### config.mk
export PLATFORM = sky130hd
export DESIGN_NAME = pwm_slew_limiter
export DESIGN_NICKNAME = d
export VERILOG_FILES = /design/src/rtl/pwm_slew_limiter_pkg.sv /design/src/rtl/slew_ratediv.sv /design/src/rtl/pwm_slew_limiter.sv
export SDC_FILE = /design/constraint.sdc
export NUM_CORES = 1
export LEC_CHECK = 0
export ABC_AREA = 1
export CORE_MARGIN = 4
export CORE_UTILIZATION = 62
export DETAILED_ROUTE_END_ITERATION = 10
export PLACE_DENSITY = 0.87
export SYNTH_ARGS = -nofsm -noshare
export SYNTH_HDL_FRONTEND = slang
export SYNTH_SLANG_ARGS = --single-unit
### constraint.sdc
create_clock -name clk -period 7 [get_ports clk]
set_input_delay 0.7 -clock clk [delete_from_list [all_inputs] [get_ports clk]]
set_output_delay 0.7 -clock clk [all_outputs]
set_load 0.02 [all_outputs]
### src/rtl/pwm_slew_limiter_pkg.sv
// rtl/pwm_slew_limiter_pkg.sv - shared duty width, reset duty, slew states and step arithmetic
package pwm_slew_limiter_pkg;

  localparam int DUTY_W = 8;
  localparam logic [DUTY_W-1:0] INIT_DUTY_DEF = 8'h80;

  typedef enum logic {
    IDLE = 1'b0,
    WAIT = 1'b1
  } slew_state_e;

  // One clamped step of cur toward tgt; 9-bit math so 0/255 never wrap.
  function automatic logic [DUTY_W-1:0] slew_step(
    input logic [DUTY_W-1:0] cur,
    input logic [DUTY_W-1:0] tgt,
    input logic [3:0]        step
  );
    logic [DUTY_W:0] s;
    logic [DUTY_W:0] acc;
    s = (step == 4'd0) ? 9'd1 : {5'd0, step};
    if (cur < tgt) begin
      acc = {1'b0, cur} + s;
      return (acc >= {1'b0, tgt}) ? tgt : acc[DUTY_W-1:0];
    end else if (cur > tgt) begin
      acc = {1'b0, cur} - s;
      return ({1'b0, cur} <= s + {1'b0, tgt}) ? tgt : acc[DUTY_W-1:0];
    end
    return cur;
  endfunction

endpackage

### src/rtl/slew_ratediv.sv
// rtl/slew_ratediv.sv - PWM-period divider producing one stepen pulse every ratediv+1 ticks
module slew_ratediv #(
  parameter int RATE_DIV_W = 8
) (
  input  logic                  clk,
  input  logic                  reset,
  input  logic                  cycletick,
  input  logic                  clear,
  input  logic [RATE_DIV_W-1:0] ratediv,
  output logic                  stepen
);

  logic [RATE_DIV_W-1:0] divcnt;

  // A shrunken ratediv below divcnt is reached again only after divcnt wraps.
  assign stepen = cycletick && !clear && (divcnt == ratediv);

  always_ff @(posedge clk) begin
    if (reset || clear) begin
      divcnt <= '0;
    end else if (stepen) begin
      divcnt <= '0;
    end else if (cycletick) begin
      divcnt <= divcnt + 1'b1;
    end
  end

endmodule

### src/rtl/pwm_slew_limiter.sv
// rtl/pwm_slew_limiter.sv - duty slew-rate limiter feeding the PWM holding register
// Optional SLEW_IMMEDIATE_EN adds an `immediate` input that bypasses slewing on a write.
module pwm_slew_limiter
  import pwm_slew_limiter_pkg::*;
#(
  parameter logic [DUTY_W-1:0] INIT_DUTY  = INIT_DUTY_DEF,
  parameter int                RATE_DIV_W = 8
) (
  input  logic                  clk,
  input  logic                  reset,
  input  logic                  cycletick,
  input  logic                  tgtwe,
  input  logic [DUTY_W-1:0]     tgtdata,
  input  logic [3:0]            step,
  input  logic [RATE_DIV_W-1:0] ratediv,
`ifdef SLEW_IMMEDIATE_EN
  input  logic                  immediate,
`endif
  output logic                  pwmldce,
  output logic [DUTY_W-1:0]     wrtdata,
  output logic                  busy
);

  slew_state_e       state_q, state_d;
  logic [DUTY_W-1:0] cur_q, cur_d;
  logic [DUTY_W-1:0] target_q, target_d;
  logic              ld_d;
  logic              imm_wr;
  logic              div_clear;
  logic              stepen;

`ifdef SLEW_IMMEDIATE_EN
  assign imm_wr = tgtwe && immediate;
`else
  assign imm_wr = 1'b0;
`endif

  // The divider only runs while a ramp is genuinely outstanding.
  assign div_clear = (state_q == IDLE) || (cur_q == target_q) || imm_wr;

  slew_ratediv #(
    .RATE_DIV_W(RATE_DIV_W)
  ) u_ratediv (
    .clk      (clk),
    .reset    (reset),
    .cycletick(cycletick),
    .clear    (div_clear),
    .ratediv  (ratediv),
    .stepen   (stepen)
  );

  always_comb begin
    cur_d    = cur_q;
    target_d = target_q;
    state_d  = state_q;
    if (stepen) begin
      cur_d = slew_step(cur_q, target_q, step);
    end
    // Transitions compare against the old target; a fresh write is seen next edge.
    case (state_q)
      IDLE:    if (cur_q != target_q) state_d = WAIT;
      WAIT:    if (cur_d == target_q) state_d = IDLE;
      default: state_d = IDLE;
    endcase
    if (tgtwe) begin
      target_d = tgtdata;
    end
    if (imm_wr) begin
      cur_d   = tgtdata;
      state_d = IDLE;
    end
    ld_d = (cur_d != cur_q);
  end

  always_ff @(posedge clk) begin
    if (reset) begin
      state_q  <= IDLE;
      cur_q    <= INIT_DUTY;
      target_q <= INIT_DUTY;
      pwmldce  <= 1'b0;
    end else begin
      state_q  <= state_d;
      cur_q    <= cur_d;
      target_q <= target_d;
      pwmldce  <= ld_d;
    end
  end

  assign wrtdata = cur_q;
  assign busy    = (state_q == WAIT);

endmodule

### After elaboration in Yosys (flattened, before gate mapping)

Cells that the tools add are included.

| operators by class | value |
|---|---|
| order comparisons | 4 |
| eq/ne operators | 5 |
| $add $sub $neg | 4 |
| bitwise logic cells | 1 |
| mux-type cells | 13 |
| reductions and logical operators | 7 |

Operators by type and width:

| cell | count |
|---|---|
| 8-bit two-way mux | 6 |
| 8-bit equality test | 3 |
| 8-bit inequality test | 2 |
| 4-bit by 8-bit adder with 9-bit output | 1 |
| 8-bit by 4-bit adder with 9-bit output | 1 |
| 9-bit by 8-bit greater-or-equal comparator with 1-bit output | 1 |
| 8-bit by 9-bit <= comparator with 1-bit output | 1 |
| 8-bit by 1-bit adder with 8-bit output (second input constant) | 1 |
| 8-bit greater-than comparator | 1 |
| 8-bit < comparator | 1 |
| 8-bit by 4-bit subtractor with 8-bit output | 1 |
| 1-bit two-way mux | 5 |
| 4-bit zero test | 1 |
| 4-bit two-way mux | 1 |
| 1-bit logical AND | 2 |
| 1-bit logical OR | 2 |
| 1-bit case mux with 2 select lines | 1 |
| 2-bit OR reduction | 1 |
| 1-bit zero test | 1 |
| 1-bit inverter | 1 |

| word-level totals | value |
|---|---|
| output and inout bits | 10 |
| bits in registers | 26 |
| bits of input ports | 24 |
| logic and storage cells | 39 |

### Logic depth before layout (Yosys ltp)

| depth | value |
|---|---|
| depth after elaboration | 12 |
| gate-level depth with buffers | 29 |
| gate-level depth less buffers | 28 |

### Cells and area by module

From an unflattened synthesis, not the netlist that was laid out.

| second synthesis, totals | value |
|---|---|
| cells, all modules | 474 |
| area total of the unflattened synthesis | 3024.2 µm² |

By module, submodules not included:

| module | sequential area each (µm²) | area an instance (µm²) | cells an instance | times used |
|---|---|---|---|---|
| pwm_slew_limiter | 360.3 | 2488.6 | 389 | 1 |
| slew_ratediv | 160.2 | 535.5 | 85 | 1 |

### Worst setup path after synthesis

Ideal clock, no wire load.

| path | value |
|---|---|
| path type | input to register |
| from | input port step[2] |
| to | register state_q, in the netlist busy |
| path buffers | 0 |
| stages | 25 |
| required time | 6883 ps |
| data arrival time | 3586 ps |
| setup slack | 3297 ps |
| library setup time | 117 ps |
| cells stage by stage | inv_1 a31o_2 ha_1 fa_1 nand3_1 nand2_1 xor2_1 ha_1 nand2_1 nor2_1 nand2_1 nand3_1 nand2_1 nand2_1 nand2_1 nand2_1 nand2_2 o211ai_1 nand3_1 nand2_1 nand2_1 nand2_1 nand3_1 nor2_1 nor2_1 |

| between the ends | value |
|---|---|
| word-level cells in the longest chain between the ends | 12 |
| elaborated cells on any way between the ends | 16 |
| classes of those cells | add/sub (3); order compare (2); eq/ne (1); mux (9); reduce/logical (1) |

RTL lines:

| what | line | RTL |
|---|---|---|
| start, declared | pwm_slew_limiter.sv:14 | `input logic [3:0] step,` |
| 4-bit zero test | pwm_slew_limiter_pkg.sv:20 | `s = (step == 4'd0) ? 9'd1 : {5'd0, step};` |
| 4-bit two-way mux (*) | pwm_slew_limiter_pkg.sv:20 |  |
| 4-bit by 8-bit adder with 9-bit output | pwm_slew_limiter_pkg.sv:26 | `return ({1'b0, cur} <= s + {1'b0, tgt}) ? tgt : acc[DUTY_W-1:0];` |
| 8-bit by 9-bit <= comparator with 1-bit output | pwm_slew_limiter_pkg.sv:26 |  |
| 8-bit two-way mux | pwm_slew_limiter_pkg.sv:26 |  |
| 8-bit two-way mux | pwm_slew_limiter_pkg.sv:24 | `end else if (cur > tgt) begin` |
| 8-bit two-way mux (*) | pwm_slew_limiter_pkg.sv:21 | `if (cur < tgt) begin` |
| 8-bit two-way mux (*) | pwm_slew_limiter_pkg.sv:28 | `return cur;` |
| 8-bit two-way mux (*) | pwm_slew_limiter.sv:56 | `if (stepen) begin` |
| 8-bit equality test (*) | pwm_slew_limiter.sv:62 | `WAIT: if (cur_d == target_q) state_d = IDLE;` |
| 1-bit two-way mux (*) | pwm_slew_limiter.sv:62 |  |
| 1-bit case mux with 2 select lines (*) | pwm_slew_limiter.sv:60 | `case (state_q)` |
| end signal, assigned | pwm_slew_limiter.sv:82 | `state_q <= state_d;` |
| end, declared | pwm_slew_limiter.sv:24 | `slew_state_e state_q, state_d;` |

Mark *: on every way between the ends. The rest lies on a longest branch, timed or not. The select of a mux whose other input is x is not followed.
A chain may end at the register's enable or synchronous reset.

### Final worst setup path

| path | value |
|---|---|
| from | input port step[1] |
| to | register pwmldce |

| between the ends | value |
|---|---|
| word-level cells in the longest chain between the ends | 10 |
| elaborated cells on any way between the ends | 14 |
| classes of those cells | add/sub (3); order compare (2); eq/ne (1); mux (7); reduce/logical (1) |

RTL lines:

| what | line | RTL |
|---|---|---|
| 4-bit zero test | pwm_slew_limiter_pkg.sv:20 |  |
| 4-bit two-way mux (*) | pwm_slew_limiter_pkg.sv:20 |  |
| 4-bit by 8-bit adder with 9-bit output | pwm_slew_limiter_pkg.sv:26 |  |
| 8-bit by 9-bit <= comparator with 1-bit output | pwm_slew_limiter_pkg.sv:26 |  |
| 8-bit two-way mux | pwm_slew_limiter_pkg.sv:26 |  |
| 8-bit two-way mux | pwm_slew_limiter_pkg.sv:24 |  |
| 8-bit two-way mux (*) | pwm_slew_limiter_pkg.sv:21 |  |
| 8-bit two-way mux (*) | pwm_slew_limiter_pkg.sv:28 |  |
| 8-bit two-way mux (*) | pwm_slew_limiter.sv:56 |  |
| 8-bit inequality test (*) | pwm_slew_limiter.sv:72 | `ld_d = (cur_d != cur_q);` |
| end signal, assigned | pwm_slew_limiter.sv:85 | `pwmldce <= ld_d;` |
| end, declared | pwm_slew_limiter.sv:19 | `output logic pwmldce,` |

Marked as above.

==> impl_metrics.csv <==
group,metric,value,unit
status,outcome,"completed",
clock_tree,postCtsSetupBuffers,0,
clock_tree,clock-sinks,26,
die,io_pins,34,
clock_tree,cts_root_buf,"clkbuf_8",
worst_setup_path,cpPeakStageDelay,630,ps
pwr,p_int,0.0002545,W
logic_synthesis,syn_inst,465,
die,dieArea,0.005911,mm²
placement,post_dp_cell_area,0.003282,mm²
hold_path,hold_path_class,"reg -> reg",
worst_setup_path,slowest_stage,"clkdlybuf4s50_1",
worst_setup_path,rrSetupSlack,3350,ps
placement,placed_cells,539,
route,via_per_inst,5.825,
global_routing,grtUsageTotal,0.2874,
die,die_x,76.88,µm
die,row_count,24,
final_layout,area_growth,13.44,%
logic_synthesis,avgSynthCellArea,6.326,µm²
route,finalWirelength,8259,µm
clock_tree,clk_latency,270,ps
global_routing,grt-busiest-layer,"met2",
logic_synthesis,ys.flop_type,"dfxtp_1",
clock_tree,holdBufCountCts,0,
sta,post-route-min-period,4654,ps
global_routing,first_global_vias,2915,
pwr,clkPwrFrac,0.253,
die,start_util,0.6574,
worst_setup_path,path_depth,27,
sta,rsz0062_at_grt,"false",
worst_setup_path,critPathRequiredTime,7160,ps
route,vias,3163,
sta,post-route-period-util,0.6648,
logic_synthesis,ys_warn_count,0,
pwr,power_frac_seq,0.409,
final_layout,nNetsFinal,556,
pwr,power.leakage,1.683,nW
final_layout,design_area,0.003337,mm²
clock_tree,numCtsBuffers,3,
clock_tree,tritoncts,"built",
sta,slew_headroom,0.6569,
worst_setup_path,crit_path_start,"step[1]",
route,drt_iter0_drc,317,
worst_setup_path,r2r_end,"pwmldce$_SDFF_PP0_",
worst_setup_path,path_common_cell,"nand2_1",
pwr,power_switching,0.0001382,W
die,dieHeight,76.88,µm
global_routing,grt_pass1_wl,13790,µm
final_layout,drive_gt1_frac,0.05092,
logic_synthesis,ys_seq_area_frac,0.1769,
logic_synthesis,syn-num-nets,529,
worst_setup_path,rr_startpoint,"wrtdata[2]$_SDFF_PP0_",
global_routing,grt_max_degree,15,
pwr,combPwrFrac,0.338,
route,dr.pass1.iters,5,
logic_synthesis,synthArstFlopShare,0,
placement,gp_congestion,1.003,
worst_setup_path,crit_family,"simple AND/OR/NAND/NOR gates",
logic_synthesis,synth_edf_count,0,
worst_setup_path,crit_path_max_fanout,7,
clock_tree,path_clk_slew,90,ps
worst_setup_path,arrival,4810,ps
sta,skew,2.748,ps
sta,finalHoldViolCount,0,
placement,dp_hpwl,6693,µm
route,ant_nets,0,
sta,setup_violations,0,
pwr,total_power,0.0003928,W
global_routing,grt.overflow.total,0,
clock_tree,h-tree-depth,1,
sta,final-max-slew-violation-count,0,
placement,port_buffers,33,
final_layout,diodes,0,
pwr,p_sw_frac,0.3519,
global_routing,antenna_found_initial,0,
global_routing,grt_use_met2,0.4774,
worst_setup_path,worst-path-buf-inv,4,
die,core_area,0.004474,mm²
sta,finalSetupTns,0,ps
worst_setup_path,critPathLaunchType,"input port",
sta,fmax,214.9,MHz
route,wl_per_cell,15.21,µm
worst_setup_path,critPathKind,"in -> reg",
sta,tightest_slew,514.0,ps
worst_setup_path,cp-end-kind,"register",
final_layout,layoutNonFillerInstCount,543,
pwr,power.density,117.7,mW/mm²
global_routing,met1_usage,0.3789,
route,route.detailed.drc,0,
worst_setup_path,r2r_cells,25,
logic_synthesis,ys_ff_latch,26,
pwr,ir_drop,81.78,µV
logic_synthesis,synth_cell_types,37,
global_routing,grtUsageMet3,0.03747,
clock_tree,cts_buffer_depth,2,
worst_setup_path,cp-endpoint,"pwmldce$_SDFF_PP0_",
logic_synthesis,syn_area,0.002942,mm²
flow_run,maxCapViolCount,0,
clock_tree,cts_resized,0,
how the worst min path moves through the flow:
stage	start	to	slack [ps]	depth (start not counted)
floorplan	u_ratediv.divcnt[7]$_SDFFE_PP0P_	u_ratediv.divcnt[7]$_SDFFE_PP0P_	440	2
global placement	u_ratediv.divcnt[7]$_SDFFE_PP0P_	u_ratediv.divcnt[7]$_SDFFE_PP0P_	460	2
detailed placement	u_ratediv.divcnt[7]$_SDFFE_PP0P_	u_ratediv.divcnt[7]$_SDFFE_PP0P_	470	2
CTS	u_ratediv.divcnt[7]$_SDFFE_PP0P_	u_ratediv.divcnt[7]$_SDFFE_PP0P_	490	2
global route	u_ratediv.divcnt[7]$_SDFFE_PP0P_	u_ratediv.divcnt[7]$_SDFFE_PP0P_	510	2
finish	u_ratediv.divcnt[7]$_SDFFE_PP0P_	u_ratediv.divcnt[7]$_SDFFE_PP0P_	480	2
logic make-up (layout without fill, tap and decap cells):
kind of cell | count (synthesis) | in the layout | share of synthesized area
simple gates | 254 | 254 | 0.3854
buf+inv | 65 | 91 | 0.08762
compound gates | 58 | 58 | 0.1068
fa+ha+maj | 40 | 40 | 0.1778
flops | 26 | 26 | 0.1769
xor+xnor | 22 | 22 | 0.06550
power by group through the flow:
stage / sequential [W] / clock [W] / combinational (W)
4_1_cts: 0.000160 / 0.000102 / 0.000131
3_5_place_dp: 0.000164 / 0 / 0.000130
3_3_place_gp: 0.000164 / 0 / 0.000128
5_1_grt: 0.000161 / 0.000110 / 0.000149
6_report: 0.000161 / 0.0000993 / 0.000133
2_1_floorplan: 0.000160 / 0 / 0.0000907
synthesized netlist by cell type (all sizes together) (3+ instances only):
cell type | instances | share of area
nand2 | 127 | 0.17
nand3 | 60 | 0.10
inv | 53 | 0.068
nor2 | 44 | 0.063
a21oi | 37 | 0.066
ha | 37 | 0.16
dfxtp | 26 | 0.18
xor2 | 18 | 0.054
o21ai | 15 | 0.026
nor3 | 7 | 0.016
clkbuf | 6 | 0.0081
nand4 | 6 | 0.013
buf | 5 | 0.011
xnor2 | 4 | 0.012
fa | 3 | 0.020
nand3b | 3 | 0.0077
o211ai | 3 | 0.0077
or2 | 3 | 0.0064
flip-flops by register name (all words and copies together), names as in the netlist:
| signal | cells |
|---|---|
| pwmldce | 1 |
| u_ratediv.divcnt | 8 |
| busy | 1 |
| wrtdata | 8 |
| target_q | 8 |
area by class of cell:
| class | count | area, µm² |
|---|---|---|
| fill | 386 | 1137 |
| tap | 52 | 65.06 |
| clock buffer | 4 | 55.05 |
| multi-input combinational | 374 | 2163 |
| inverter | 54 | 202.7 |
| sequential | 26 | 520.5 |
| timing repair buffer | 33 | 330.3 |
cells in the final DEF (no fill, tap or decap), drive strengths merged:
cell | netlist | final
nand2 | 127 | 127
nand3 | 60 | 60
inv | 53 | 53
nor2 | 44 | 44
ha | 37 | 37
a21oi | 37 | 37
clkdlybuf4s50 | 0 | 33
dfxtp | 26 | 26
xor2 | 18 | 18
o21ai | 15 | 15
nor3 | 7 | 7
nand4 | 6 | 6
xnor2 | 4 | 4
clkbuf | 6 | 4
o211ai | 3 | 3
nand3b | 3 | 3
fa | 3 | 3
or2 | 3 | 3
nor4 | 2 | 2
clkinv | 1 | 1
a31o | 1 | 1
and3 | 1 | 1
o21a | 1 | 1
nor3b | 1 | 1
o21bai | 1 | 1
stage by stage:
| step | util | setup WS (ps) | hold slack [ps] |
|---|---|---|---|
| final | 0.7458 | 2346 | 483.5 |
| after CTS | 0.7458 | 2412 | 487.6 |
| after floorplan | - | 3297 | 440.3 |
| after global routing | 0.7458 | 2034 | 509.7 |
| after detailed placement | 0.7335 | 2121 | 471.3 |
| after global placement | 0.7335 | 2214 | 456.8 |
per-layer routing:
layer	up-vias	share of wire	wire length [µm]
li1	1582	-	-
met1	1401	0.43	3537
met2	152	0.46	3786
met3	28	0.081	665
met4	0	0.033	270
met5	-	0	0
worst register-to-register path, delay by kind of cell (launching register included):
kind	cells	cell delay, ps
simple gates	18	1760
compound gates	1	140
xor+xnor	1	160
buf+inv	3	250
flops	1	540
fa+ha+maj	2	680
Power figures use the tool's default switching activity.
==> RTL change (same flow settings) <==
Build with the macro `SLEW_IMMEDIATE_EN` defined.
--- a/src/rtl/pwm_slew_limiter.sv
+++ b/src/rtl/pwm_slew_limiter.sv
@@ -1,4 +1,6 @@
 // rtl/pwm_slew_limiter.sv - duty slew-rate limiter feeding the PWM holding register
 // Optional SLEW_IMMEDIATE_EN adds an `immediate` input that bypasses slewing on a write.
+`define SLEW_IMMEDIATE_EN
+
 module pwm_slew_limiter
   import pwm_slew_limiter_pkg::*;
Interface: changed (added immediate); port bits go from 34 to 35. No check against the original RTL was run, so the function may have changed too.
==> RTL change against the original RTL <==
Synthesized cell count rose by 7.7%; critical endpoint unchanged; area after synthesis rose by 8.5%; critical path type unchanged; die area rose by 7.6%; power rose by 40%; largest cell class unchanged; global-route usage rose by 0.89 points; design area rose by 8.2%; sequential cell count did not move; setup slack got worse by 0.14 ns; wire length rose by 8.9%.
==> RTL change: results <==
synth:
  seq_area_frac_synth: 0.163
  post_synth_num_cell_types: 39
  synth.avg_cell_area_um2: 6.37
  ranking_of_synthesized_cells_by_area: "sky130_fd_sc_hd__dfxtp_1, sky130_fd_sc_hd__ha_1, sky130_fd_sc_hd__nand2_1, sky130_fd_sc_hd__nand3_1, sky130_fd_sc_hd__nor2_1"
  synth_common_cells: "sky130_fd_sc_hd__nand2_1, sky130_fd_sc_hd__nand3_1, sky130_fd_sc_hd__nor2_1, sky130_fd_sc_hd__inv_1, sky130_fd_sc_hd__ha_1"
  syn-num-nets: 566
route:
  initial_drt_markers: 314
  post_drt_wl_per_cell_um: 15.1
  postRouteWirelength_um: 8990
  dr_total_vias: 3451
cells_and_area:
  design.final.nets: 593
  final_layout_size_suffix_gt1_frac: 0.0797
  n_fill_cell: 420
placement:
  placement.io_buffers: 34
  gpl_wtd_cong: 0.996
  place.detailed.hpwl_um: 7110
  post-place-ws_ns: 1.99
  placed_cell_area_um2: 3540
cts:
  clkTransAtPathRegs_ns: 0.10
  h_tree_depth: 1
  ctsLongestPathBuffers: 2
power:
  p_leak_nw: 1.79
  power_per_cell_area_nw_per_um2: 152
  vdd_ir_drop_max_uv: 147
global_routing:
  grt_max_degree: 20
  grt_antenna_before_repair: 0
  grt_pass1_wl_um: 15100
  number_of_global_route_vias_before_repair: 3318
  grt_util_all_layers: 0.296
critical_path:
  r2r_slack_ns: 3.02
  worst_r2r_startpoint: "wrtdata[1]"
  cpMaxStageDelayCell: "sky130_fd_sc_hd__clkdlybuf4s50_1"
  r2r.worst_path.cells: 27
  critical_path.max_fanout: 11
  critical_path.startpoint: "step[1]"
run_status:
  status: "complete, no violations"
sta:
  setup_ws_ns: 2.20
  slew-limit-headroom: 0.568
  fin_worst_skew_ns: 0.00297
worst_hold_path:
  hold_path_class: "flip-flop to flip-flop"
RTL change: changes by cell type in the layout (fill, tap and decap cells not counted), moves of 3 or more:
cell                      unedited run  this run
sky130_fd_sc_hd__inv_2               8         3
sky130_fd_sc_hd__inv_1              45        55
sky130_fd_sc_hd__nor4_1              1         5
sky130_fd_sc_hd__a21oi_1            35        30
sky130_fd_sc_hd__nand3_2             0         7
sky130_fd_sc_hd__nor2_1             41        56
sky130_fd_sc_hd__or2_2               2         8
sky130_fd_sc_hd__nand2_2             2         5
sky130_fd_sc_hd__nand2_1           124       121
sky130_fd_sc_hd__nor3_1              6         3
RTL change: cells by family after synthesis:
| logic type | Yosys count | share of synthesized area |
|---|---|---|
| simple gates | 286 | 0.419 |
| flops | 26 | 0.163 |
| xor+xnor | 20 | 0.0549 |
| compound gates | 55 | 0.100 |
| buf+inv | 74 | 0.0988 |
| fa+ha+maj | 40 | 0.164 |
RTL change: per-layer routing:
layer	track usage	routed length, µm
met2	0.489	4080
met5	0	0
met3	0.0282	631
met4	0.110	289
met1	0.399	3990
RTL change: final cells by class:
cell class,instances,area share
clock buffer,3,0.0114
clock inverter,1,0.00832
inverter,62,0.0662
multi-input combinational,401,0.652
sequential,26,0.144
tap,67,0.0232
timing repair buffer,34,0.0942
RTL change: tightest hold or removal path, stage by stage, from the launching register on:
cell and delay, ns:
sky130_fd_sc_hd__dfxtp_1 0.32, sky130_fd_sc_hd__inv_1 0.08, sky130_fd_sc_hd__a21oi_1 0.06
RTL change: power by group:
group	leakage [nW]	internal, W	total, W	switching [W]
sequential	0.214	0.000155	0.000173	0.0000174
clock	0.0357	0.0000766	0.000130	0.0000532
combinational	1.54	0.0000960	0.000247	0.000151
RTL change: how the worst min path moves through the flow:
| stage | from | end | slack (ns) | depth (start not counted) |
|---|---|---|---|---|
| floorplan | u_ratediv.divcnt[7] | u_ratediv.divcnt[7] | 0.46 | 2 |
| global placement | u_ratediv.divcnt[7] | u_ratediv.divcnt[7] | 0.48 | 2 |
| detailed placement | u_ratediv.divcnt[7] | u_ratediv.divcnt[7] | 0.48 | 2 |
| CTS | u_ratediv.divcnt[7] | u_ratediv.divcnt[7] | 0.49 | 2 |
| global route | u_ratediv.divcnt[7] | u_ratediv.divcnt[7] | 0.53 | 2 |
| finish | u_ratediv.divcnt[7] | u_ratediv.divcnt[7] | 0.49 | 2 |
